`config.mk`:
```
export PLATFORM = sky130hd
export DESIGN_NAME = conv_controller_cfg
export DESIGN_NICKNAME = d
export VERILOG_FILES = /design/src/rtl/conv_ctrl_pkg.sv /design/src/rtl/loop_counter_chain.sv /design/src/rtl/conv_controller_cfg.sv
export SDC_FILE = /design/constraint.sdc
export NUM_CORES = 1
export LEC_CHECK = 0
export ABC_AREA = 1
export CORE_MARGIN = 2
export CORE_UTILIZATION = 50
export CTS_BUF_LIST = sky130_fd_sc_hd__clkbuf_8
export CTS_CLUSTER_SIZE = 10
export DETAILED_ROUTE_END_ITERATION = 7
export GPL_TIMING_DRIVEN = 1
export PLACE_DENSITY_LB_ADDON = 0.12
export RECOVER_POWER = 50
export SKIP_LAST_GASP = 1
export SLEW_MARGIN = 20
export SYNTH_ARGS = -nofsm -noshare
export SYNTH_HDL_FRONTEND = slang
export SYNTH_SLANG_ARGS = --single-unit
```
`constraint.sdc`:
```
create_clock -name clk -period 4.1 [get_ports clk]
set_input_delay 0.82 -clock clk [delete_from_list [all_inputs] [get_ports clk]]
set_output_delay 0.82 -clock clk [all_outputs]
set_load 0.01 [all_outputs]
```
`src/rtl/conv_ctrl_pkg.sv`:
```
// Shared types for the convolution loop controller: FSM states, latched job
// configuration and a rounding-up divide used for channel-group counts.
package conv_ctrl_pkg;

  localparam int CFG_DIM_W = 16;

  typedef enum logic [1:0] {IDLE, FETCH, MAC, DRAIN} fsm_state_t;

  typedef struct packed {
    logic [CFG_DIM_W-1:0] width;
    logic [CFG_DIM_W-1:0] height;
    logic [CFG_DIM_W-1:0] ch_in;
    logic [CFG_DIM_W-1:0] ch_out;
    logic [CFG_DIM_W-1:0] kernel;
  } cfg_t;

  function automatic logic [31:0] ceil_div(input logic [31:0] num, input logic [31:0] den);
    return (num + den - 32'd1) / den;
  endfunction

endpackage

```
`src/rtl/loop_counter_chain.sv`:
```
// Six cascaded wrap-around counters, index 0 innermost (k_h) to 5 outermost (x).
// A level steps on i_adv only when every inner level sits at its last value.
module loop_counter_chain
  import conv_ctrl_pkg::*;
#(
  parameter int DIM_W = CFG_DIM_W
) (
  input  logic                  clk,
  input  logic                  arst_n_in,
  input  logic                  i_clr,
  input  logic                  i_adv,
  input  logic [5:0][DIM_W-1:0] i_lim,
  output logic [5:0][DIM_W-1:0] o_cnt,
  output logic [3:0]            o_last,
  output logic                  o_last_overall
);

  logic [5:0][DIM_W-1:0] r_cnt;
  logic [5:0]            w_last;
  logic [5:0]            w_step;
  logic                  w_run;

  always_comb begin
    w_run  = i_adv;
    w_last = '0;
    w_step = '0;
    for (int i = 0; i < 6; i++) begin
      w_last[i] = (r_cnt[i] == i_lim[i] - DIM_W'(1));
      w_step[i] = w_run;
      w_run     = w_run && w_last[i];
    end
  end

  always_ff @(posedge clk or negedge arst_n_in) begin
    if (!arst_n_in) begin
      r_cnt <= '0;
    end else if (i_clr) begin
      r_cnt <= '0;
    end else begin
      for (int i = 0; i < 6; i++) begin
        if (w_step[i]) r_cnt[i] <= w_last[i] ? '0 : r_cnt[i] + DIM_W'(1);
      end
    end
  end

  assign o_cnt          = r_cnt;
  assign o_last         = w_last[3:0];
  assign o_last_overall = &w_last;

endmodule

```
`src/rtl/conv_controller_cfg.sv`:
```
// Convolution loop controller: latches a runtime config, issues one MAC per
// accepted a/b pair over x,y,ch_in,group,k_v,k_h, and drains the output pipe.
//
// state | meaning
// IDLE  | waiting for start; config checked here
// FETCH | ready for an operand pair
// MAC   | issuing a MAC, counters advance; back-to-back if a pair is accepted
// DRAIN | two cycles for the output pipe, then done
module conv_controller_cfg
  import conv_ctrl_pkg::*;
#(
  parameter int LOG2_OF_MEM_HEIGHT = 20,
  parameter int DIM_W              = CFG_DIM_W,
  parameter int MAX_KERNEL_SIZE    = 7,
  parameter int PAR_CH_OUT         = 4
) (
  input  logic                          clk,
  input  logic                          arst_n_in,
  input  logic                          start,
  input  logic [DIM_W-1:0]              cfg_width,
  input  logic [DIM_W-1:0]              cfg_height,
  input  logic [DIM_W-1:0]              cfg_ch_in,
  input  logic [DIM_W-1:0]              cfg_ch_out,
  input  logic [DIM_W-1:0]              cfg_kernel,
  output logic                          running,
  output logic                          done,
  output logic                          cfg_error,
  input  logic                          a_valid,
  input  logic                          b_valid,
  output logic                          a_ready,
  output logic                          b_ready,
  output logic                          write_a,
  output logic                          write_b,
  output logic                          mac_valid,
  output logic                          mac_accumulate_internal,
  output logic                          mac_accumulate_with_0,
  output logic                          mem_we,
  output logic                          mem_re,
  output logic [LOG2_OF_MEM_HEIGHT-1:0] mem_write_addr,
  output logic [LOG2_OF_MEM_HEIGHT-1:0] mem_read_addr,
  output logic                          output_valid,
  output logic [31:0]                   output_x,
  output logic [31:0]                   output_y,
  output logic [31:0]                   output_ch,
  output logic [PAR_CH_OUT-1:0]         output_lane_mask
);

  localparam int LV_KH = 0, LV_KV = 1, LV_G = 2, LV_CI = 3, LV_Y = 4, LV_X = 5;

  fsm_state_t r_state, w_state_nxt;
  cfg_t       r_cfg;
  logic [DIM_W-1:0] r_ng;
  logic       r_drain_wait, r_cfg_error;

  logic [5:0][DIM_W-1:0] w_lim, w_cnt;
  logic [3:0]  w_last;
  logic        w_last_overall, w_cfg_ok, w_latch, w_ready, w_mac, w_done;
  logic        w_kpos0, w_kend, w_ev_out;
  logic [31:0] w_ng_in, w_ch_base, w_rem;
  logic [PAR_CH_OUT-1:0] w_mask;

  logic                          r_mem_we, r_ev1, r_ev2;
  logic [LOG2_OF_MEM_HEIGHT-1:0] r_mem_waddr;
  logic [31:0]                   r_x1, r_y1, r_ch1, r_x2, r_y2, r_ch2;
  logic [PAR_CH_OUT-1:0]         r_mask1, r_mask2;

  assign w_ng_in  = ceil_div(32'(cfg_ch_out), 32'(PAR_CH_OUT));
  assign w_cfg_ok = (cfg_width != '0) && (cfg_height != '0) && (cfg_ch_in != '0) &&
                    (cfg_ch_out != '0) && (cfg_kernel != '0) &&
                    (cfg_kernel <= DIM_W'(MAX_KERNEL_SIZE)) &&
                    (64'(w_ng_in) <= (64'd1 << LOG2_OF_MEM_HEIGHT));
  assign w_latch  = (r_state == IDLE) && start && w_cfg_ok;

  always_comb begin
    w_state_nxt = r_state;
    w_ready     = 1'b0;
    w_mac       = 1'b0;
    w_done      = 1'b0;
    case (r_state)
      IDLE:  if (start && w_cfg_ok) w_state_nxt = FETCH;
      FETCH: begin
        w_ready = 1'b1;
        if (a_valid && b_valid) w_state_nxt = MAC;
      end
      MAC: begin
        w_mac   = 1'b1;
        w_ready = !w_last_overall;
        if (w_last_overall)              w_state_nxt = DRAIN;
        else if (!(a_valid && b_valid))  w_state_nxt = FETCH;
      end
      DRAIN: if (r_drain_wait) begin
        w_done      = 1'b1;
        w_state_nxt = IDLE;
      end
      default: w_state_nxt = IDLE;
    endcase
  end

  always_ff @(posedge clk or negedge arst_n_in) begin
    if (!arst_n_in) begin
      r_state      <= IDLE;
      r_drain_wait <= 1'b0;
      r_cfg_error  <= 1'b0;
      r_cfg        <= '0;
      r_ng         <= '0;
    end else begin
      r_state      <= w_state_nxt;
      r_drain_wait <= (r_state == DRAIN) && !r_drain_wait;
      r_cfg_error  <= (r_state == IDLE) && start && !w_cfg_ok;
      if (w_latch) begin
        r_cfg <= '{width: cfg_width, height: cfg_height, ch_in: cfg_ch_in,
                   ch_out: cfg_ch_out, kernel: cfg_kernel};
        r_ng  <= DIM_W'(w_ng_in);
      end
    end
  end

  always_comb begin
    w_lim        = '0;
    w_lim[LV_X]  = r_cfg.width;
    w_lim[LV_Y]  = r_cfg.height;
    w_lim[LV_CI] = r_cfg.ch_in;
    w_lim[LV_G]  = r_ng;
    w_lim[LV_KV] = r_cfg.kernel;
    w_lim[LV_KH] = r_cfg.kernel;
  end

  loop_counter_chain #(.DIM_W(DIM_W)) u_loops (
    .clk            (clk),
    .arst_n_in      (arst_n_in),
    .i_clr          (w_latch),
    .i_adv          (w_mac),
    .i_lim          (w_lim),
    .o_cnt          (w_cnt),
    .o_last         (w_last),
    .o_last_overall (w_last_overall)
  );

  assign w_kpos0   = (w_cnt[LV_KV] == '0) && (w_cnt[LV_KH] == '0);
  assign w_kend    = w_mac && w_last[LV_KV] && w_last[LV_KH];
  assign w_ev_out  = w_kend && w_last[LV_CI];
  assign w_ch_base = 32'(w_cnt[LV_G]) * 32'(PAR_CH_OUT);
  assign w_rem     = 32'(r_cfg.ch_out) - w_ch_base;

  // Only the final group can be partial; its lane count is whatever remains.
  always_comb begin
    w_mask = '0;
    for (int i = 0; i < PAR_CH_OUT; i++) w_mask[i] = !w_last[LV_G] || (32'(i) < w_rem);
  end

  always_ff @(posedge clk or negedge arst_n_in) begin
    if (!arst_n_in) begin
      r_mem_we <= 1'b0;  r_mem_waddr <= '0;
      r_ev1    <= 1'b0;  r_ev2       <= 1'b0;
      r_x1     <= '0;    r_y1        <= '0;  r_ch1 <= '0;  r_mask1 <= '0;
      r_x2     <= '0;    r_y2        <= '0;  r_ch2 <= '0;  r_mask2 <= '0;
    end else begin
      r_mem_we <= w_kend;
      if (w_kend) r_mem_waddr <= LOG2_OF_MEM_HEIGHT'(w_cnt[LV_G]);
      r_ev1 <= w_ev_out;
      r_ev2 <= r_ev1;
      if (w_ev_out) begin
        r_x1    <= 32'(w_cnt[LV_X]);
        r_y1    <= 32'(w_cnt[LV_Y]);
        r_ch1   <= w_ch_base;
        r_mask1 <= w_mask;
      end
      if (r_ev1) begin
        r_x2    <= r_x1;
        r_y2    <= r_y1;
        r_ch2   <= r_ch1;
        r_mask2 <= r_mask1;
      end
    end
  end

  assign running                 = (r_state != IDLE);
  assign done                    = w_done;
  assign cfg_error               = r_cfg_error;
  assign a_ready                 = w_ready;
  assign b_ready                 = w_ready;
  assign write_a                 = w_ready && a_valid && b_valid;
  assign write_b                 = w_ready && a_valid && b_valid;
  assign mac_valid               = w_mac;
  assign mac_accumulate_internal = w_mac && !w_kpos0;
  assign mac_accumulate_with_0   = w_mac && w_kpos0 && (w_cnt[LV_CI] == '0);
  assign mem_re                  = w_mac && w_kpos0;
  assign mem_read_addr           = LOG2_OF_MEM_HEIGHT'(w_cnt[LV_G]);
  assign mem_we                  = r_mem_we;
  assign mem_write_addr          = r_mem_waddr;
  assign output_valid            = r_ev2;
  assign output_x                = r_x2;
  assign output_y                = r_y2;
  assign output_ch               = r_ch2;
  assign output_lane_mask        = r_mask2;

endmodule

```
# [Word level (Yosys, flattened, before mapping)]
# Index checks and enable logic that the tools add are counted.
# W data, S select, Z words.
[totals] word_cells=136 regBits=319 inputBits=85 out_inout_bits=153
[classes] n_lt_le_gt_ge=6 n_reduce_logical=53 eq_ne=13 addsub=14 muxes=23
[ops] op="$mux W16" count=12
[ops] op="$add A16 B1 Y16 const B" count=6
[ops] op="$eq A16 B16 Y1" count=6
[ops] op="$mux W96" count=1
[ops] op="$reduce_bool A16 Y1" count=5
[ops] op="$sub A16 B1 Y16 const B" count=5
[ops] op="$lt A1 B32 Y1 const A" count=2
[ops] op="$lt A2 B32 Y1 const A" count=2
[ops] op="$logic_not A16 Y1" count=3
[ops] op="$le A30 B21 Y1 const B" count=1
[ops] op="$logic_and A1 B1 Y1" count=26
[ops] op="$sub A16 B18 Y19" count=1
[ops] op="$sub A17 B1 Y18 const B" count=1
[ops] op="$add A16 B3 Y17 const B" count=1
[ops] op="$le A16 B3 Y1 const B" count=1
[ops] op="$reduce_bool A2 Y1" count=7
[ops] op="$mux W2" count=5
[ops] op="$pmux W2 S4" count=1
[ops] op="$reduce_and A6 Y1" count=1
[ops] op="$logic_not A1 Y1" count=5
[ops] op="$eq A2 B2 Y1 const B" count=2
[ops] op="$logic_or A1 B1 Y1" count=4
[ops] op="$ne A2 B2 Y1 const B" count=2
[ops] op="$reduce_and A4 Y1" count=1
[ops] op="6 further kinds" count=8

# [Longest topological paths before layout]
# Gate-level depths: netlist (run 1).
[depth] word_depth=10 mapped_depth=21 depth_no_buf=20

# [By module]
# A second synthesis (run 1) with hierarchy kept.
[unflattened] hier_cells=2967 area_unflattened_um2=21261.6
[by_module_without_submodules] module="conv_controller_cfg" instances=1 seq_area_each_um2=5555.3 area_each_um2=10921.7 cells_each=1242
[by_module_without_submodules] module="loop_counter_chain" instances=1 seq_area_each_um2=2402.3 area_each_um2=10339.9 cells_each=1725

# [Worst setup path after synthesis (run 1)]
# Ideal clock, no wire load.
[synth_path] path_type="reg2out" from="reg r_cfg[0] (netlist bit)" to="out write_b" required_time_ns=3.280 path_buffers=1 t_arrival_ns=2.354 setup_slack_ns=0.926 path_stages_with_launch=21 cell_sequence="dfrtp_1 inv_2 ha_1 nand2_4 nor2_8 inv_2 nand2_1 nand2_1 nand2_1 nand2_1 inv_2 nand2_1 nor2_2 nand3_4 nor2_1 nand3_1 nand2_1 nand2_1 nand2_1 nor2_1 buf_4"
[synth_between] elab_chain_cells=7 elab_cells_between_ends=8 cone_classes="add/sub (1); eq/ne (2); mux (1); reduce/logical (4)"
[synth_lines] item="start, declared" line="conv_controller_cfg.sv:51" source="cfg_t r_cfg;"
[synth_lines] item="start signal, assigned" line="conv_controller_cfg.sv:111" source="r_cfg <= '{width: cfg_width, height: cfg_height, ch_in: cfg_ch_in,"
[synth_lines] item="$sub A16 B1 Y16 *" line="loop_counter_chain.sv:28" source="w_last[i] = (r_cnt[i] == i_lim[i] - DIM_W'(1));"
[synth_lines] item="$eq A16 B16 Y1" line="loop_counter_chain.sv:28"
[synth_lines] item="$reduce_and A6 Y1 *" line="loop_counter_chain.sv:48" source="assign o_last_overall = &w_last;"
[synth_lines] item="$logic_not A1 Y1 *" line="conv_controller_cfg.sv:87" source="w_ready = !w_last_overall;"
[synth_lines] item="$pmux W1 S2 *" line="conv_controller_cfg.sv:79" source="case (r_state)"
[synth_lines] item="$logic_and A1 B1 Y1 * (2 in a row)"
[synth_lines] item="end, declared" line="conv_controller_cfg.sv:33" source="output logic write_b,"
# Mark *: on every way between the ends. The rest lies on a longest branch, timed or not.

# [Worst setup path in the final report (run 1)]
[layout_path] from="reg r_cfg[0] (netlist bit)" to="out write_b"
[layout_between] elab_chain_cells=7 elab_cells_between_ends=8 cone_classes="add/sub (1); eq/ne (2); mux (1); reduce/logical (4)"
[layout_lines] item="$sub A16 B1 Y16 *" line="loop_counter_chain.sv:28"
[layout_lines] item="$eq A16 B16 Y1" line="loop_counter_chain.sv:28"
[layout_lines] item="$reduce_and A6 Y1 *" line="loop_counter_chain.sv:48"
[layout_lines] item="$logic_not A1 Y1 *" line="conv_controller_cfg.sv:87"
[layout_lines] item="$pmux W1 S2 *" line="conv_controller_cfg.sv:79"
[layout_lines] item="$logic_and A1 B1 Y1 * (2 in a row)" line="conv_controller_cfg.sv:183" source="assign write_b = w_ready && a_valid && b_valid;"
# Marks and branches as above.

==> flow_summary.yaml, run 1 <==
worst_setup_path:
  r2r_cells: 13
  r2r_setup_slack_ps: 860
  critical_path_arrival_ps: 3130
  cp.required_ps: 3280
  startpoint: "r_cfg[0]$_DFFE_PN0P_"
  critPathLaunchType: "register"
  worstSetupEndpoint: "write_b"
  path_class: "register to primary output"
  cp-end-kind: "primary output"
  rr_startpoint: "u_loops.o_cnt[34]$_DFFE_PN0P_"
  path_max_fanout: 7
  r2r-end: "r_mask1[0]$_DFFE_PN0P_"
finish:
  antenna_cells: 0
  final_cells: 3516
  syn_to_final_growth_pct: 19.8
  drive_above_1_share_pct: 12.7
  nNetsFinal: 3065
  final_area_mm2: 0.0241
  utilization_pct: 60.6
yosys:
  synth_seq_cells: 318
  synth_commonest_cells: "790 x nand2_1, 318 x dfrtp_1, 278 x inv_1"
  yosysTopAreaCellShare_pct: 39.6
  ys_top_cells_by_area: "dfrtp_1 40%, nand2_1 15%, nand3_1 5.6%"
  syn_inst: 2735
  synthArstFlopShare_pct: 100
  synthMuxAreaShare_pct: 2.91
  synth_top_family_by_area: "simple AND/OR/NAND/NOR gates"
  yosysMostFrequentCell: "nand2_1"
  synthXorXnorAreaFrac_pct: 5.69
  ys_types: 51
  synth_enable_flop_cells: 0
  synth_fa_ha_area_share_pct: 2.15
  synth-warning-count: 0
  synth-simple-area-share_pct: 33.3
  yosysTopAreaCell: "dfrtp_1"
  syn_area_mm2: 0.0201
  yosysSeqAreaShare_pct: 39.6
  synth.avg_cell_area_um2: 7.35
  synth_compound_area_share_pct: 6.61
  ys.flop_type: "dfrtp_1"
clocking:
  cts_tree: "yes"
  cts.clk_slew.worst_paths_ps: 60
  cts_buffer_depth: 3
  clk_latency_ps: 660
  cts_buffers: 55
  hold_buffers: 0
  clock_sinks: 318
  htree_num_levels: 2
  cts_root_buffer: "clkbuf_8"
power_and_ir_drop:
  powerDensity_mw_per_mm2: 291
  p_total_mw: 7.01
  power_leakage_nw: 11.9
  ir_drop_mv: 0.364
place:
  dp_hpwl_um: 44000
  gp_congestion: 0.978
  io_buffers: 181
  dpl.cell_count: 3388
  dpl_cell_area_mm2: 0.0222
global_route:
  antenna_found_initial: 0
  grt_pass1_vias: 17700
  grt_pass1_wl_um: 92500
  grt_max_degree: 92
  grtUsageTotal_pct: 27.7
  grt_overflow: 0
timing:
  final_hold_viol_count: 0
  maxSlewHeadroom_pct: -93.6
  fmax_mhz: 253
  whs_ps: 440
  fin_crit_sh_pct: 96.2
  fin_worst_skew_ps: 36.9
  fin_crit_ps: 3950
  worstMarginPinSlew_ps: 2900
  setup_viol: 0
  drv_slew: 145
run:
  drv_cap: 2
drt:
  vias: 18700
  drt-total-wl_um: 58000
  avgRoutedWirePerCell_um: 16.5
  drcViolationCount: 0
  viasPerCell: 5.31
  drt_iter0_markers: 1298
  ant_nets: 0
  dr.pass1.iters: 6
die:
  die_w_um: 205
  row_count: 73
  ios: 238
  die_height_um: 205
  die_area_mm2: 0.0418
  core_mm2: 0.0397
  initial_utilization_pct: 50.6
worst_hold_path:
  hold_depth: 1
  hold_class: "register to register"
outcome:
  violations: "capacitance limit, slew limit"
  status: "finished, violations left"
[power by group]
part	total, mW	switching, mW	internal, mW
logic	0.653	0.399	0.254
clock network	3.13	1.38	1.74
registers	3.23	0.0476	3.18
total	7.01	1.83	5.18
[final cells by class]
type | count | area, um2
repair buffers | 241 | 2260
well taps | 525 | 657
clock inverters | 35 | 274
flip-flops and latches | 318 | 7970
multi-input cells | 2040 | 10900
clock buffers | 67 | 922
fillers | 3738 | 15600
inverters | 290 | 1090
[worst max-delay path, cell delays in order (launching register included)]
cell           delay, ps
dfrtp_1              420
inv_4                120
ha_4                 190
nand2_4              100
nor2_8               200
nand2_4               70
nand2_2               90
nand3_2               90
nand2_2              100
nand3_2               90
nor2_4               140
nand3_4              100
nor2_4               140
nand3_2               90
nand2_1               70
nand2_1               60
nand2_2               70
nor2_1                50
dlygate4sd2_1        280
[what timing repair did]
action | CTS | global route
gates resized for setup | 53 | 102
gates cloned | 0 | 0
setup endpoints to repair | 4 | 5
setup buffers | 5 | 21
pin swaps | 4 | 34
[worst min-delay path by stage]
| stage | start | endpoint | slack, ps |
|---|---|---|---|
| floorplan | r_ev1$_DFF_PN0_ | output_valid$_DFF_PN0_ | 350 |
| global route | r_drain_wait$_DFF_PN0_ | r_drain_wait$_DFF_PN0_ | 480 |
| global placement | r_drain_wait$_DFF_PN0_ | r_drain_wait$_DFF_PN0_ | 430 |
| detailed placement | r_drain_wait$_DFF_PN0_ | r_drain_wait$_DFF_PN0_ | 430 |
| finish | r_drain_wait$_DFF_PN0_ | r_drain_wait$_DFF_PN0_ | 440 |
| CTS | arst_n_in | u_loops.o_cnt[17]$_DFFE_PN0P_ | 210 |
[layer usage]
metal / track usage [%] / wire length [um] / vias to the layer above
li1: - / - / 9171
met5: 0 / 0 / -
met3: 4.33 / 3150 / 101
met1: 39.1 / 26700 / 8830
met2: 43.8 / 26600 / 562
met4: 8.49 / 1550 / 0
[cells by family after synthesis]
kind of cell | Yosys count
mux | 52
other cells | 1
buf+inv | 432
xor+xnor | 129
simple gates | 1521
flops | 318
compound gates | 248
fa+ha+maj | 34
[layout by cell type (no fill, tap or decap), types with 33 or more instances in the layout]
| master | Yosys | layout |
|---|---|---|
| clkbuf_8 | 0 | 67 |
| nand2_1 | 790 | 765 |
| dfrtp_1 | 318 | 308 |
| mux2_2 | 52 | 52 |
| buf_4 | 78 | 51 |
| a21oi_1 | 37 | 37 |
| xnor2_1 | 33 | 33 |
| nor2_1 | 255 | 222 |
| clkdlybuf4s50_1 | 0 | 176 |
| o21ai_1 | 46 | 47 |
| xor2_1 | 95 | 91 |
| inv_1 | 278 | 280 |
| conb_1 | 1 | 56 |
| nand3_1 | 224 | 203 |
| nand4_1 | 69 | 69 |
| nor4_1 | 37 | 36 |
| o21ai_0 | 129 | 128 |
| nor3_1 | 49 | 49 |
[state kept, by name, summed over array words and instances (netlist names), 2 cells and up]
name,cells
r_y1,16
r_ch1,16
r_cfg,80
r_state,2
r_mask1,4
mem_write_addr,16
output_ch,16
output_lane_mask,4
output_x,16
r_ng,15
u_loops.o_cnt,96
output_y,16
r_x1,16
[stage by stage]
step	setup slack, ps	TNS, ps
after floorplan	926	0
after global placement	317	0
after detailed placement	259	0
after CTS	40.3	0
after global routing	-62.9	-198
final	154	0
(Power assumes the default switching activity.)
==> inputs of run 2 (changes only) <==
ABC_AREA = 0   (was 1)
==> run 2 against run 1 <==
Compared with the run above: the flow finishes with violations (capacitance limit, slew limit, setup timing); combinational power up 7.0%; critical path depth fell by 6; non-clock buffer count up 238; largest power group unchanged; highest routed layer unchanged.
==> flow_summary.yaml, run 2 <==
outcome:
  status: "finished, violations left"
  violations: "capacitance limit, slew limit, setup timing"
timing:
  final_hold_viol_count: 0
  fin_ws_ps: -1070
  fin_crit_ps: 5170
  fin_crit_sh_pct: 126
  fin_worst_skew_ps: 21.5
  rsz0062_at_grt: "true"
  maxSlewHeadroom_pct: -59.9
  fmax_mhz: 194
  drv_slew: 151
  setup_viol: 27
  worstMarginPinSlew_ps: 2400
worst_setup_path:
  cpLargestDelayFamily: "simple AND/OR/NAND/NOR gates"
  crit_cells: 12
  slowest_delay_ps: 590
  cp_common_cell: "or4_4"
  cp.required_ps: 3280
  cp-end-kind: "primary output"
  path_class: "register to primary output"
  crit_path_top_delay_cell: "or4_4"
  path_max_fanout: 5
  path_buf_inv: 2
  r2r_cells: 14
  critPathLaunchType: "register"
  path_cells: "or4_4, or3_4, xnor2_4, or4_4, or4b_4, or2_4, nor2_4, a41oi_4, o21a_1, buf_4, and3_4, buf_6"
  critical_path_arrival_ps: 4350
clocking:
  htree_num_levels: 2
  clock_sinks: 318
  clk_latency_ps: 640
  cts_buffer_depth: 3
  cts_buffers: 56
  cts_root_buffer: "clkbuf_8"
  hold_buffers: 0
  cts.clk_slew.worst_paths_ps: 60
  cts_tree: "yes"
drt:
  viasPerCell: 5.57
  drt_iter0_markers: 1258
  avgRoutedWirePerCell_um: 18.0
  drt-total-wl_um: 54800
  drcViolationCount: 0
  ant_nets: 0
  dr.pass1.iters: 5
  vias: 17000
finish:
  antenna_cells: 0
  final_cells: 3048
  syn_to_final_growth_pct: 29.2
  final_common_cell: "nand2_1"
  layout_common_cells: "407 x nand2_1, 318 x dfrtp_1, 276 x buf_4"
  largest_reg_flops: 96
  drive_above_1_share_pct: 19.7
  fill_cells: 3131
  nNetsFinal: 2657
die:
  die_area_mm2: 0.0390
  die_height_um: 197
  initial_utilization_pct: 51.0
  core_mm2: 0.0367
  die_w_um: 197
  ios: 238
  row_count: 70
place:
  gp_congestion: 0.941
  dpl.cell_count: 2926
  io_buffers: 181
  dp_hpwl_um: 41300
  pre_cts_slack_ps: -775
global_route:
  grt_pass1_wl_um: 87100
  grt_max_degree: 97
  grt_pass1_vias: 16200
  antenna_found_initial: 0
  grtUsageTotal_pct: 28.2
  grt_overflow: 0
yosys:
  ys.flop_type: "dfrtp_1"
  synthArstFlopShare_pct: 100
  ys_types: 90
  synth_seq_cells: 318
  yosysTopAreaCellShare_pct: 42.5
  syn_inst: 2114
  yosysSeqAreaShare_pct: 42.5
  synth-warning-count: 0
  synth_enable_flop_cells: 0
  yosysMostFrequentCell: "nand2_1"
  syn_area_mm2: 0.0187
  synth_commonest_cells: "407 x nand2_1, 318 x dfrtp_1, 128 x o21ai_0"
  yosysTopAreaCell: "dfrtp_1"
  ys_top_cells_by_area: "dfrtp_1 43%, nand2_1 8.2%, xnor2_1 4.1%"
  synth.avg_cell_area_um2: 8.85
worst_hold_path:
  hold_class: "register to register"
  hold_depth: 1
power_and_ir_drop:
  powerDensity_mw_per_mm2: 280
  ir_drop_mv: 0.324
  power_leakage_nw: 11.3
run:
  drv_cap: 2
-- run 2: changes by cell type after synthesis, moves of 26 or more --
| cell | delta |
|---|---|
| nor2_1 | -131 |
| inv_1 | -208 |
| or4_1 | +26 |
| or3_1 | +27 |
| clkbuf_1 | +46 |
| nand2_1 | -383 |
| o21ai_1 | -38 |
| nand3_1 | -175 |
| a21oi_1 | +31 |
| xnor2_1 | +54 |
| and3_1 | +36 |
-- run 2: cell type report --
type / count / area [um2] / area share, %
Sequential cell: 318 / 7960 / 32.9
Timing Repair Buffer: 479 / 4220 / 17.4
Clock inverter: 32 / 154 / 0.636
Inverter: 72 / 270 / 1.12
Tap cell: 468 / 586 / 2.42
Multi-Input combinational cell: 1611 / 10100 / 41.6
Clock buffer: 68 / 936 / 3.87
-- run 2: cell families after synthesis --
group / after synthesis / share of synthesized area [%]
simple gates: 950 / 25.2
compound gates: 341 / 11.3
flops: 318 / 42.5
buf+inv: 240 / 6.52
xor+xnor: 163 / 8.10
mux: 67 / 3.96
fa+ha+maj: 34 / 2.31
other cells: 1 / 0.0200
-- run 2: worst reg2reg max path, cell delays in order, from the launching register on --
cell and delay [ps]:
dfrtp_1 370, or4_4 590, or3_4 430, xnor2_4 150, or4_4 430, or4b_4 560, or2_4 280, buf_4 140
buf_6 120, nor3_4 160, buf_12 150, nand4_1 120, buf_4 180, or3_1 340, a21oi_1 120
-- run 2: final timing paths --
| check | start | endpoint | slack [ps] |
|---|---|---|---|
| worst min-delay path | r_drain_wait$_DFF_PN0_ | r_drain_wait$_DFF_PN0_ | 450 |
| worst min register to register | r_drain_wait$_DFF_PN0_ | r_drain_wait$_DFF_PN0_ | 450 |
| min in group asynchronous | arst_n_in | mem_write_addr[12]$_DFFE_PN0P_ | 880 |
| worst max-delay path | r_cfg[5]$_DFFE_PN0P_ | write_a | -1070 |
| max in group asynchronous | arst_n_in | r_cfg[13]$_DFFE_PN0P_ | 730 |
| worst max register to register | r_cfg[5]$_DFFE_PN0P_ | u_loops.o_cnt[87]$_DFFE_PN0P_ | -110 |
-- run 2: power breakdown --
part | total [mW] | switching [mW] | internal (mW) | leakage [nW]
Sequential | 3.22 | 0.0374 | 3.18 | 4.22
Clock | 2.85 | 1.34 | 1.50 | 0.644
Combinational | 0.699 | 0.373 | 0.326 | 6.46
-- run 2: per-stage QoR --
step / TNS [ps] / hold WS, ps / util [%] / cell area, um2 / total power [mW]
after floorplan: -1090 / 352 / - / 19000 / 3.59
after global placement: -8460 / 424 / 61.7 / 22600 / 3.92
after detailed placement: -7560 / 448 / 61.7 / 22600 / 3.93
after CTS: -4670 / 202 / 65.2 / 23900 / 6.83
after global routing: -7590 / 469 / 65.9 / 24200 / 7.04
final: -5100 / 454 / 65.9 / 24200 / 6.76
-- run 2: timing repair --
action	CTS	global route
pin swaps	17	21
buffers inserted	15	7
endpoints found under the setup margin	43	49
gates cloned	1	2
resized for setup	37	46
hold endpoints to repair	0	0
-- run 2: metal layers --
metal / vias to the layer above / part of all wire (%) / track usage [%]
met5: - / 0 / 0
met4: 0 / 2.8 / 9.75
met3: 95 / 5.9 / 4.01
met2: 520 / 46 / 44.4
met1: 8195 / 45 / 40.0
li1: 8158 / - / -
==> inputs of run 3 (changes only) <==
CTS_CLUSTER_SIZE = default   (was 10)
==> run 3 against run 2 <==
Compared with the run above: the flow still finishes with violations (capacitance limit, slew limit, setup timing); final cell count unchanged; critical path depth did not move; cell area increased by 0.10%; sequential power is essentially flat; first-iteration DRC count is 8.1% higher; setup slack worse by 1.5 ps; sequential cell count unchanged; maximum frequency about the same; global-route usage hardly changed; largest cell class unchanged; highest routed layer unchanged.
==> flow_summary.yaml, run 3 (same netlist as run 2, synthesis figures left out) <==
drt:
  avgRoutedWirePerCell_um: 18.0
  vias: 16900
  viasPerCell: 5.56
  drt_iter0_markers: 1360
  drt-total-wl_um: 54800
  wl_met3_um: 2860
  ant_nets: 0
  wl_met2_um: 25200
  dr.pass1.iters: 5
  routed.top_layer: "met4"
  met1_length_um: 25200
  drcViolationCount: 0
die:
  core_mm2: 0.0367
  die_area_mm2: 0.0390
  row_count: 70
  initial_utilization_pct: 51.0
  die_height_um: 197
  die_w_um: 197
  ios: 238
power_and_ir_drop:
  p_total_mw: 6.83
  clkPwrFrac_pct: 42.7
  switchingPower_mw: 1.76
  powerDensity_mw_per_mm2: 282
  ir_drop_mv: 0.234
  power_leakage_nw: 11.3
  seqPwrFrac_pct: 47.1
  intPower_mw: 5.07
  p_comb_share_pct: 10.2
  swShare_pct: 25.8
outcome:
  violations: "capacitance limit, slew limit, setup timing"
  status: "finished, violations left"
finish:
  fill_cells: 3125
  syn_to_final_growth_pct: 29.4
  drive_above_1_share_pct: 19.8
  multiInputGateArea_mm2: 0.0101
  layout_common_cells: "407 x nand2_1, 318 x dfrtp_1, 277 x buf_4"
  antenna_cells: 0
  seqCellArea_mm2: 0.00796
  final_area_mm2: 0.0242
  utilization_pct: 66.0
  largest_reg_flops: 96
  final_common_cell: "nand2_1"
  nNetsFinal: 2657
timing:
  fin_ws_ps: -1070
  worstMarginPinSlew_ps: 2380
  final_hold_viol_count: 0
  fin_crit_ps: 5170
  fin_worst_skew_ps: 21.1
  fin_crit_sh_pct: 126
  drv_slew: 151
  setup_viol: 27
  rsz0062_at_grt: "true"
  maxSlewHeadroom_pct: -58.4
  fmax_mhz: 194
worst_setup_path:
  critPathLaunchType: "register"
  cp-end-kind: "primary output"
  r2r_setup_slack_ps: -110
  path_cells: "or4_4, or3_4, xnor2_4, or4_4, or4b_4, or2_4, nor2_4, a41oi_4, o21a_1, buf_4, and3_4, buf_6"
  path_class: "register to primary output"
  cp.required_ps: 3280
  cp_common_cell: "or4_4"
  critical_path_arrival_ps: 4350
  crit_path_top_delay_cell: "or4_4"
  path_max_fanout: 5
  slowest_delay_ps: 600
  cpLargestDelayFamily: "simple AND/OR/NAND/NOR gates"
  path_buf_inv: 2
place:
  gp_congestion: 0.941
  dp_hpwl_um: 41300
  io_buffers: 181
  dpl_cell_area_mm2: 0.0226
clocking:
  clock_sinks: 318
  hold_buffers: 0
  cts_buffers: 56
  cts_tree: "yes"
  clk_latency_ps: 640
  cts.clk_slew.worst_paths_ps: 60
  cts_root_buffer: "clkbuf_8"
  cts_buffer_depth: 3
  htree_num_levels: 2
worst_hold_path:
  hold_class: "register to register"
global_route:
  grtUsageTotal_pct: 28.2
  grt_pass1_wl_um: 87200
  grt_max_degree: 97
  grt_overflow: 0
  grt_pass1_vias: 16200
  antenna_found_initial: 0
run:
  drv_cap: 2
## run 3: changes by cell type in the layout (fill, tap and decap cells not counted), sizes merged
cell    delta
bufinv     +1
inv        -1
## run 3: stage by stage
step | setup TNS (ps) | hold slack (ps) | std cells | setup slack (ps)
floorplan | -1090 | 352 | 2169 | -425
global placement | -8460 | 424 | 2926 | -721
detailed placement | -7560 | 448 | 2926 | -775
CTS | -4670 | 202 | 3040 | -1160
global route | -7600 | 469 | 3048 | -1150
finish | -5220 | 456 | 3048 | -1070
## run 3: worst paths after layout
kind | from | endpoint | cells after the start
min | r_drain_wait$_DFF_PN0_ | r_drain_wait$_DFF_PN0_ | 1
min reg2reg | r_drain_wait$_DFF_PN0_ | r_drain_wait$_DFF_PN0_ | 1
min in group asynchronous | arst_n_in | mem_write_addr[12]$_DFFE_PN0P_ | 1
max in group asynchronous | arst_n_in | r_cfg[13]$_DFFE_PN0P_ | 2
max | r_cfg[5]$_DFFE_PN0P_ | write_a | 12
max reg2reg | r_cfg[5]$_DFFE_PN0P_ | u_loops.o_cnt[87]$_DFFE_PN0P_ | 14
## run 3: final cells by class
class	count	area share (%)
tap	468	2.42
clock inverter	32	0.729
multi-input combinational	1611	41.6
clock buffer	68	3.87
timing repair buffer	479	17.4
inverter	72	1.12
sequential	318	32.9
## run 3: timing repair
action	in CTS	in global routing
cloned	1	2
gates resized for setup	37	46
pin swaps	17	21
setup endpoints to repair	43	49
setup buffers	15	7
## run 3: worst register-to-register path, stage by stage (launching register included)
cell and delay, ps:
dfrtp_1 370, or4_4 600, or3_4 440, xnor2_4 150, or4_4 430, or4b_4 560
or2_4 280, buf_4 140, buf_6 120, nor3_4 160, buf_12 140, nand4_1 120
buf_4 180, or3_1 340, a21oi_1 120
## run 3: power groups by stage
stage | registers [mW] | logic (mW) | clock network [mW]
final | 3.22 | 0.699 | 2.91
after CTS | 3.22 | 0.689 | 2.99
after detailed placement | 3.27 | 0.658 | 0
after floorplan | 3.27 | 0.323 | 0
after global placement | 3.27 | 0.648 | 0
after global routing | 3.22 | 0.762 | 3.13
## run 3: layer usage
layer,GRT usage (%),vias to the layer above
met1,40.1,8213
met3,4.10,98
met2,44.3,465
met5,0,-
li1,-,8158
met4,9.75,0
==> RTL edit 1, RTL diff (settings of run 2) <==
Reset style: synchronous (`arst_n_in`), changed in 3 clocked blocks.
--- a/src/rtl/loop_counter_chain.sv
+++ b/src/rtl/loop_counter_chain.sv
@@ -32,5 +32,5 @@
   end
 
-  always_ff @(posedge clk or negedge arst_n_in) begin
+  always_ff @(posedge clk) begin
     if (!arst_n_in) begin
       r_cnt <= '0;
--- a/src/rtl/conv_controller_cfg.sv
+++ b/src/rtl/conv_controller_cfg.sv
@@ -97,5 +97,5 @@
   end
 
-  always_ff @(posedge clk or negedge arst_n_in) begin
+  always_ff @(posedge clk) begin
     if (!arst_n_in) begin
       r_state      <= IDLE;
@@ -149,5 +149,5 @@
   end
 
-  always_ff @(posedge clk or negedge arst_n_in) begin
+  always_ff @(posedge clk) begin
     if (!arst_n_in) begin
       r_mem_we <= 1'b0;  r_mem_waddr <= '0;
Check against the original RTL: differs if arst_n_in is asserted again (counterexample within 4 cycles, from zero or initial values and one cycle with arst_n_in low); with arst_n_in held inactive, the same outputs for 4 cycles.
==> RTL edit 1 against run 2 <==
  * The flow still finishes with violations (capacitance limit, slew limit, setup timing)
  * Global-route usage is 0.27 points lower
  * Synthesized area is 8.2% lower
  * Setup slack better by 0.34 ns
  * Wire length is 5.9% lower
  * Final area is 8.2% lower
  * Register-to-register slack better by 0.03 ns
  * Sequential cell count stayed put
  * Die area is 8.0% lower
  * Fmax is 7.0% higher
  * Via count is 5.6% lower
  * Core utilization stayed put
  * Highest routed layer unchanged
Power is not compared: it rests on default switching activity, and its combinational part moved more than twofold at a synthesized area within 25%.
==> RTL edit 1: results (changes against run 2) <==
status finished with violations; failing checks capacitance limit, slew limit, setup timing; average vias per placed instance 5.570 (about the same); fraction of layout cells with a size suffix above 1 0.1669 (-0.02996); CP delay by family, top simple AND/OR/NAND/NOR gates; setup tns final -3.164 ns (+1.936 ns); Clk Latency, worst-skew pair 0.64 ns (about the same); Layout Nets 2504 (-5.8%); Netlist cell types 84 (-6.7%); clock slew seen by the registers of the worst setup and hold paths 0.06 ns (about the same); Layout area overhead 29.27% (about the same); CTS root buffer clkbuf_8; final hold slack 0.4510 ns (-0.002984 ns); largest net degree at the start of global routing 98 (+1.0%); clock buffer depth 3 (unchanged); Vias 16020 (-5.6%); Hold Crit Class flop to flop; prevailing post-synth register cell dfxtp_1; H-tree depth 2 (unchanged); critical path fanouts, max 4 (-1); HPWL Detailed 38.28 mm (-7.4%); max-slew violation count 54 (-64%); sequential-to-total area share from yosys stat 0.3705 (-0.05473); Hold Path Stages 2 (+1); crit-path max cell delay 0.58 ns; Hold EP r_ch1[5]; worst clock skew 0.01989 ns (-0.001609 ns); RR Endpoint u_loops.o_cnt[85]; relative slew slack -1.214 (-0.6154); dpl ws -0.3864 ns (+0.3883 ns); CP max-delay cell or4_4; async set-reset flop share out of synthesis 0 (-1.000); Syn Area/Cell 8.422 um^2 (-4.9%); fillers 2904 (-7.3%); Detailed Route WL 51.57 mm (-5.9%); RePlAce Congestion 0.9153 (-2.7%); post-route setup slack -0.7273 ns (+0.3381 ns); drt pass-1 iters 5 (unchanged); DR iter-0 viols 918 (-27%); antenna violations before repair 1 (+1); endpoints failing setup 25 (-7.4%); vias in the first global route 15090 (-6.8%); first-pass GRT wire length 80.61 mm (-7.5%); HP Start r_ch1[5]; Lkg Pwr 9.027 nW; total CTS buffers 54 (-3.6%); area post-placement 20620 um^2 (-8.9%); Remaining Overflow, GRT 0 (unchanged); most common library cells after synthesis 318 x dfxtp_1, 191 x nor2_1, 190 x nand2_1, 122 x a21oi_1, 110 x xnor2_1; GRT Total Usage 0.2793 (-0.002663); Worst VDD drop 256.8 uV; max reg flops 96 (unchanged); # Max-Cap Violations 1 (-1); worst reg-to-reg setup slack -0.08 ns (+0.03 ns); Post-Place Cells 2761 (-5.6%); Rows 67 (-4.3%); top cells by area, synth dfxtp_1 37%, xnor2_1 5.6%, a22o_1 4.2%; launch point of the worst reg-to-reg path r_cfg[0]; R2R depth 11 (-3)
-- RTL edit 1: routing by layer --
layer  routed length [um]  up-vias  global-route usage
met1                22700     7629              0.3635
met5                    0        -                   0
met2                24740      449              0.4768
met4                 1319        0             0.08318
li1                     -     7845                   -
met3                 2810       92             0.04486
-- RTL edit 1: tightest hold or removal path, stage by stage (launching register included) --
cell,delay [ns]
dfxtp_1,0.31
nand2_1,0.05
a21oi_1,0.05
-- RTL edit 1: timing repair --
action,in CTS,in global routing
setup buffers,6,9
gates cloned,0,2
endpoints found under the setup margin,8,36
hold endpoints to repair,0,0
gates resized for setup,46,32
pin swaps,7,13
-- RTL edit 1: worst max-delay path by stage --
stage | endpoint | startpoint | cells past startpoint
finish | write_b | r_cfg[0] | 11
global route | write_b | r_cfg[65] | 14
CTS | write_b | r_cfg[0] | 11
detailed placement | write_b | r_cfg[32] | 13
global placement | write_a | r_cfg[32] | 13
floorplan | write_b | r_cfg[0] | 12
-- RTL edit 1: report_power, final --
part / internal [W] / switching, W / total, W
Combinational: 0.000128 / 0.000162 / 0.000290
Sequential: 0.00310 / 0.00000533 / 0.00310
Clock: 0.00174 / 0.00135 / 0.00309
-- RTL edit 1: cell families after synthesis --
group,count (synthesis),synth area share
simple gates,806,0.2423
compound gates,369,0.1459
flops,318,0.3705
buf+inv,259,0.07443
xor+xnor,183,0.1006
mux,70,0.04086
fa+ha+maj,34,0.02520
other cells,1,0.0002183
-- RTL edit 1: final cells by class --
cell class	instances	area share
well taps	448	0.02524
flip-flops and latches	318	0.2868
repair buffers	429	0.1705
clock inverters	29	0.01054
inverters	63	0.01070
diodes	1	0.0001127
clock buffers	68	0.04214
multi-input cells	1519	0.4540
==> RTL edit 2, RTL diff (settings of run 2) <==
Made on the original files. The package constant `CFG_DIM_W` goes from 16 to 20.
--- a/src/rtl/conv_ctrl_pkg.sv
+++ b/src/rtl/conv_ctrl_pkg.sv
@@ -3,5 +3,5 @@
 package conv_ctrl_pkg;
 
-  localparam int CFG_DIM_W = 16;
+  localparam int CFG_DIM_W = 20;
 
   typedef enum logic [1:0] {IDLE, FETCH, MAC, DRAIN} fsm_state_t;
Interface: changed (5 resized); port bits go from 238 to 258. No check against the original RTL was run, so the function may have changed too.
==> RTL edit 2 against run 2 <==
  * The flow still finishes with violations (capacitance limit, slew limit, setup timing)
  * Fmax increased by 2.6%
  * Wire length rose by 38%
  * Power increased by 25%
  * Largest cell class unchanged
  * Register-to-register slack got worse by 0.17 ns
  * Die area is 23% higher
  * Count of clock-buffer cells in the layout is 20 higher
  * Synthesized area up 23%
  * Final area is 31% higher
  * Core utilization grew 3.6 points
  * Setup slack better by 0.13 ns
  * Critical path depth increased by 2
  * Synthesized cell count increased by 19%
  * Highest routed layer unchanged
  * First-iteration DRC count grew 28%
  * Sequential cell count grew 76
==> RTL edit 2: results (changes against run 2) <==
Post-CTS Setup Repair Bufs 23 (+8); area post-placement 28310 um^2 (+25%); port bufs 221 (+22%); HPWL Detailed 54.54 mm (+32%); WL/cell 20.35 um (+13%); Netlist cell types 88 (-2.2%); largest net degree at the start of global routing 91 (-6.2%); Syn Area/Cell 9.208 um^2 (+4.0%); total CTS buffers 70 (+25%); Worst VDD drop 328.6 uV (+1.3%); max reg flops 120 (+25%); post-cts resize count 95 (+160%); Layout Nets 3221 (+21%); crit-path max cell delay 0.61 ns (+0.02 ns); # Max-Cap Violations 1 (-1); DR iter-0 viols 1604 (+28%); failing checks capacitance limit, slew limit, setup timing; RePlAce Congestion 0.9290 (-1.3%); worst reg-to-reg setup slack -0.28 ns (-0.17 ns); antenna violations before repair 1 (+1); Lkg Pwr 14.85 nW (+31%); most common library cells after synthesis 394 x dfrtp_1, 330 x nand2_1, 178 x o21ai_0, 148 x nor2_1, 146 x mux2_2; critical path fanouts, max 4 (-1); average vias per placed instance 5.771 (+3.7%); worst clock skew 0.04365 ns (+0.02215 ns); WP data arrival 4.22 ns (-0.13 ns); fillers 3559 (+14%); setup tns final -17.59 ns (-12.49 ns); RR Endpoint u_loops.o_cnt[91]; post-synthesis mux area share 0.07769 (+0.03811); top cells by area, synth dfrtp_1 43%, mux2_2 7.1%, nand2_1 5.4%; worst slew pin tran 1.938 ns (-0.4602 ns); Clk Latency, worst-skew pair 0.67 ns (+0.03 ns); Post-Place Cells 3551 (+21%); Final Instance Count excl. Fillers 3727 (+22%); first-pass GRT wire length 115.3 mm (+32%); R2R depth 19 (+5); post-route setup slack -0.9358 ns (+0.1295 ns); GRT Total Usage 0.3069 (+0.02487); vias in the first global route 21170 (+31%); dpl ws -0.7864 ns (-0.01169 ns); fraction of layout cells with a size suffix above 1 0.2704 (+0.07350); post-synthesis compound-gate area fraction 0.1232 (+0.009744); status finished with violations; Post-Synth XOR/XNOR Area 0.06409 (-0.01688); H-tree depth 3 (+1); sequential-to-total area share from yosys stat 0.4269 (+0.001662); max-slew violation count 72 (-52%); adder-cell area share of the yosys netlist 0.02135 (-0.001789); endpoints failing setup 119 (+340%); async set-reset flop share out of synthesis 1.000 (unchanged); crit path from r_cfg[1]; drt pass-1 iters 7 (+2)
RTL edit 2: cell types whose count changed in the layout (fill, tap and decap cells not counted), sizes merged, moves of 34 or more:
cell	delta
and3	+34
buf	+123
clkdlybuf4s50	+40
dfrtp	+76
mux2	+90
nand2	-77
o21ai	+43
RTL edit 2: layout make-up:
class,count,area [um^2],area share
Tap cell,600,750.7,0.02377
Clock inverter,31,163.9,0.005189
Sequential cell,394,9861,0.3122
Timing Repair Buffer,652,5942,0.1881
Inverter,81,314.1,0.009942
Clock buffer,88,1211,0.03834
Antenna cell,2,5.005,0.0001584
Multi-Input combinational cell,1879,13340,0.4223
RTL edit 2: power breakdown:
| part | internal, W | switching [W] |
|---|---|---|
| Clock | 0.00198 | 0.00170 |
| Combinational | 0.000355 | 0.000432 |
| Sequential | 0.00392 | 0.0000385 |
| Total | 0.00626 | 0.00217 |
RTL edit 2: how the worst min path moves through the flow:
| stage | to | slack, ns | depth (start not counted) |
|---|---|---|---|
| 2_1_floorplan | output_valid | 0.35 | 0 |
| 3_3_place_gp | r_drain_wait | 0.42 | 1 |
| 3_5_place_dp | r_drain_wait | 0.43 | 1 |
| 4_1_cts | r_cfg[24] | 0.14 | 1 |
| 5_1_grt | r_drain_wait | 0.45 | 1 |
| 6_report | r_drain_wait | 0.44 | 1 |
RTL edit 2: routing by layer:
metal / part of all wire / up-vias / routed length, um / track usage
li1: - / 10040 / - / -
met1: 0.42 / 10600 / 32020 / 0.3928
met5: 0 / - / 0 / 0
met3: 0.052 / 170 / 3972 / 0.04532
met4: 0.042 / 0 / 3191 / 0.1277
met2: 0.48 / 697 / 36670 / 0.5201
